**src/rtl/seq_chain_monitor.sv**
```systemverilog
// Multi-channel checker for linear sequences ev[0] ##1 ev[1] ##1 ... ##1 ev[LEN-1].
// Every channel starts a new overlapping attempt on each sampling edge.

module seq_chain_monitor #(
  parameter int unsigned CH        = 4,
  parameter int unsigned LEN       = 3,
  parameter int unsigned CNT_W     = 8,
  parameter int unsigned EDGE_MODE = 0
) (
  input  logic                  clk,
  input  logic                  rst,
  input  logic                  en,
  input  logic                  clr_cnt,
  input  logic [CH*LEN-1:0]     ev,
  output logic [CH-1:0]         match,
  output logic [CH-1:0]         fail,
  output logic                  any_match,
  output logic [CH*CNT_W-1:0]   match_cnt
);

  // All state flops share one sampling clock; negedge mode simply inverts clk.
  logic sclk;
  assign sclk = (EDGE_MODE != 0) ? ~clk : clk;

  logic [CH-1:0][LEN-2:0]  att_q, att_d;
  logic [CH-1:0][CNT_W-1:0] cnt_q, cnt_d;
  logic [CH-1:0]           hit, fail_d;
  logic [CH-1:0]           match_q, fail_q;
  logic                    any_q;

  always_comb begin
    att_d  = '0;
    hit    = '0;
    fail_d = '0;
    cnt_d  = cnt_q;
    for (int c = 0; c < CH; c++) begin
      att_d[c][0] = ev[c*LEN];
      for (int k = 1; k < LEN - 1; k++) begin
        att_d[c][k] = att_q[c][k-1] & ev[c*LEN+k];
      end
      hit[c] = att_q[c][LEN-2] & ev[c*LEN+LEN-1];
      for (int k = 1; k < LEN; k++) begin
        fail_d[c] = fail_d[c] | (att_q[c][k-1] & ~ev[c*LEN+k]);
      end
    end
    // Disable kills every in-flight attempt and suppresses reporting.
    if (!en) begin
      att_d  = '0;
      hit    = '0;
      fail_d = '0;
    end
    for (int c = 0; c < CH; c++) begin
      if (clr_cnt) begin
        cnt_d[c] = '0;
      end else if (hit[c] && (cnt_q[c] != '1)) begin
        cnt_d[c] = cnt_q[c] + 1'b1;
      end
    end
  end

  always_ff @(posedge sclk or posedge rst) begin
    if (rst) begin
      att_q   <= '0;
      cnt_q   <= '0;
      match_q <= '0;
      fail_q  <= '0;
      any_q   <= 1'b0;
    end else begin
      att_q   <= att_d;
      cnt_q   <= cnt_d;
      match_q <= hit;
      fail_q  <= fail_d;
      any_q   <= |hit;
    end
  end

  assign match     = match_q;
  assign fail      = fail_q;
  assign any_match = any_q;
  assign match_cnt = cnt_q;

endmodule
```
**config.mk**
```make
export PLATFORM = sky130hd
export DESIGN_NAME = seq_chain_monitor
export DESIGN_NICKNAME = d
export VERILOG_FILES = /design/src/rtl/seq_chain_monitor.sv
export SDC_FILE = /design/constraint.sdc
export NUM_CORES = 1
export LEC_CHECK = 0
export ABC_AREA = 1
export CORE_MARGIN = 3
export CORE_UTILIZATION = 30
export CTS_BUF_LIST = sky130_fd_sc_hd__clkbuf_8
export CTS_CLUSTER_DIAMETER = 200
export DETAILED_ROUTE_END_ITERATION = 8
export GPL_ROUTABILITY_DRIVEN = 1
export HOLD_SLACK_MARGIN = 0.1
export PLACE_DENSITY = 0.59
export SYNTH_ARGS = -nofsm -noshare
export SYNTH_HDL_FRONTEND = slang
export SYNTH_SLANG_ARGS = --single-unit
```
**constraint.sdc**
```tcl
create_clock -name clk -period 2.3 [get_ports clk]
set_input_delay 0.345 -clock clk [delete_from_list [all_inputs] [get_ports clk]]
set_output_delay 0.345 -clock clk [all_outputs]
set_load 0.05 [all_outputs]
```
==> results by group <==
Yosys
  • Register area share after synthesis: 0.4623
  • EDFF count, synth: 0
  • Syn nets: 361
  • Simple-gate area share of the yosys netlist: 0.3868
  • Compound-Gate Fraction of Synth Area: 0.05472
  • Main combinational cell family by area after synthesis: simple AND/OR/NAND/NOR gates
  • Post-Synth XOR/XNOR Area: 0.009906
  • Commonest cells post-synth: nand2_1 (100), dfrtp_1 (49), nand3_1 (47), nor2_1 (45), inv_1 (30)
  • Synth warn: 0
  • Ys async rst share: 1.000
  • Cell variety after synth: 29
  • Post-Syn Area per Cell: 7.779 µm²
  • Synth Cell Area: 2653 µm²
  • Yosys reg bits: 49
  • Share of the synthesized area in the top cell type: 0.4623
  • Synth Area in Adders: 0.01887
  • Top-count cell post-synth: nand2_1
  • Mux cell area share after synthesis: 0
  • Synth area leaders: dfrtp_1 (46%), nand2_1 (14%), nand3_1 (8.9%)
  • Mapped Cells: 341
  • Most used DFF post-synth: dfrtp_1
  • Cell taking the most area after synthesis: dfrtp_1

Route
  • DRC viols: 0
  • Post-DRT Antenna Nets: 0
  • Number of vias in the routed layout: 2,359
  • Vias per inst: 4.635
  • WL per Instance: 11.93 µm
  • WL final: 6072 µm
  • First DRT Iteration DRCs: 87
  • First-pass detailed-route iteration total: 4

CTS
  • CTS clock-pin slew for the worst setup and hold paths: 0.09 ns
  • Root Buffer: clkbuf_8
  • Hold_buf cts: 0
  • Worst-Skew Late Latency: 0.30 ns
  • Setup bufs post-CTS: 0
  • Htree depth: 2
  • Inserted Clock Buffers: 5
  • Clock buffer depth: 2
  • TritonCTS clock tree: done
  • Post_cts resized: 0
  • Clk sinks: 49

GRT
  • First-pass GRT wire length: 10,420 µm
  • Number of global-route vias before repair: 2,273
  • Global Route Usage Sum: 0.1266
  • Overflow after GRT: 0
  • Pin count of the biggest net entering global routing: 32
  • Initial antenna violation count: 0

Setup path
  • Buffers plus inverters on the worst setup path: 1
  • Worst path slowest cell: clkdlybuf4s50_1
  • Element type at the critical path end: primary output
  • CP top delay family: buffers and inverters
  • Critical Path Max Stage Delay: 0.86 ns
  • Worst EP arrival: 1.66 ns
  • Crit start category: flop
  • CP Max Fanout: 8
  • CP Cell Sequence: clkdlybuf4s50_1
  • WP data required: 1.96 ns
  • WS Path Type: reg2out

Floorplanning
  • Num rows: 33
  • Area of the die: 10,010 µm²
  • Initial Util: 0.3165
  • Width of the die: 100.0 µm
  • Die height: 100.0 µm
  • Top Ports: 57
  • Core ar.: 8382 µm²

Power
  • P per Cell Area: 432.2 nW/µm²
  • Final Total Pwr: 1485 µW
  • VDD IR max: 205.0 µV
  • Static leakage: 0.001546 µW

Cells and area
  • Diode count: 0
  • Design area: 3436 µm²
  • Area growth syn-to-layout: 29.53%
  • Share of layout cells above drive strength 1: 0.09158
  • Filler instances: 857
  • Final core utilization: 0.4099
  • Nets: 423

Place
  • PortBufs: 56
  • DP HPWL: 4563 µm
  • GPL Wtd Cong: 0.8363
  • Placed cell area: 3353 µm²

Timing
  • Setup_tns: 0 ns
  • Fmax: 498.6 MHz
  • Slew HR: 0.6600
  • Layout Skew: 0.01005 ns
  • Worst-Margin Slew: 0.5084 ns
  • Final hold violations: 0
  • Post-layout min period: 2.005 ns
  • Unrepaired setup endpoints after global routing: no
  • Setup violations, final: 0
  • Pins Over Slew Limit: 0
  • Final period utilization: 0.8719

Min path
  • HP Class: in2async

Run
  • Max-cap viol count: 0

Status
  • Status: finished, final reports clean
-- final cells by class --
type	instances	area (µm²)	area share
flip-flops and latches	49	1226	0.3569
repair buffers	60	615.6	0.1792
inverters	35	132.6	0.03860
well taps	105	131.4	0.03824
multi-input cells	252	1247	0.3631
clock inverters	3	13.76	0.004006
clock buffers	5	68.82	0.02003
-- worst reg2reg max path, stage by stage (launching register included) --
cell	delay [ns]
dfrtp_1	0.45
ha_1	0.28
nand2_1	0.10
nor2_1	0.04
nand2_1	0.14
nand2_4	0.12
nor2_4	0.14
nand2_1	0.07
nand2_1	0.05
-- through the flow --
stage | worst slack, ns | hold WS (ns) | cells
final | 0.2945 | 0.3592 | 509
after global placement | 0.6080 | 0.4786 | 501
after CTS | 0.2899 | 0.3773 | 509
after floorplan | 0.6631 | 0.4450 | 341
after detailed placement | 0.5615 | 0.4982 | 501
after global routing | 0.2362 | 0.4012 | 509
-- flip-flops by register name, indices dropped and copies added (netlist names) --
signal and cells:
fail 4, att_q 8, match 4, match_cnt 32
any_match 1
-- worst paths after layout --
kind                       slack [ns]            end           from  cells after the start
max                              0.29  match_cnt[18]  match_cnt[18]                      1
min                              0.36   match_cnt[2]            rst                      2
max reg2reg                      0.86  match_cnt[15]   match_cnt[8]                      8
min reg2reg                      0.51       att_q[3]       att_q[2]                      2
max in group asynchronous        1.43  match_cnt[11]            rst                      3
min in group clk                 0.51       att_q[3]       att_q[2]                      2
-- per-layer routing --
metal | global-route usage | part of all wire
met1 | 0.1712 | 0.49
met2 | 0.2052 | 0.46
met3 | 0.02710 | 0.041
met4 | 0.03627 | 0.011
met5 | 0 | 0
-- cells by family (layout without fill, tap and decap cells) --
logic type                 Yosys count  after routing
AOI/OAI and AO/OA                   23             23
xor gates and xnor gates             3              3
adders and majority gates            4              4
buffers and inverters               40            103
DFF                                 49             49
and+or+nand+nor                    222            222
-- report_power, final --
| part | internal [µW] | switching, µW | total (µW) |
|---|---|---|---|
| combinational | 48.5 | 77.0 | 125 |
| clock | 207 | 278 | 485 |
| sequential | 870 | 4.59 | 875 |
-- layout by cell type (no fill, tap or decap) --
cell type / instances
buf_12: 2
buf_4: 2
clkbuf_8: 5
clkdlybuf4s50_1: 56
clkinv_2: 3
dfrtp_1: 49
ha_1: 4
inv_1: 30
inv_2: 5
nand2_1: 100
nand2_2: 6
nand2_4: 3
nand3_1: 47
nand3_2: 2
nand3_4: 1
nand3b_1: 2
nand4_1: 5
nor2_1: 45
nor2_2: 1
nor2_4: 5
nor3_1: 3
nor3b_1: 1
o21ai_0: 3
o21ai_1: 9
o21ai_2: 2
o21bai_1: 5
o22ai_1: 2
o32ai_1: 2
or3_1: 1
xor2_1: 3
No activity file was read; power rests on OpenSTA's default activity.
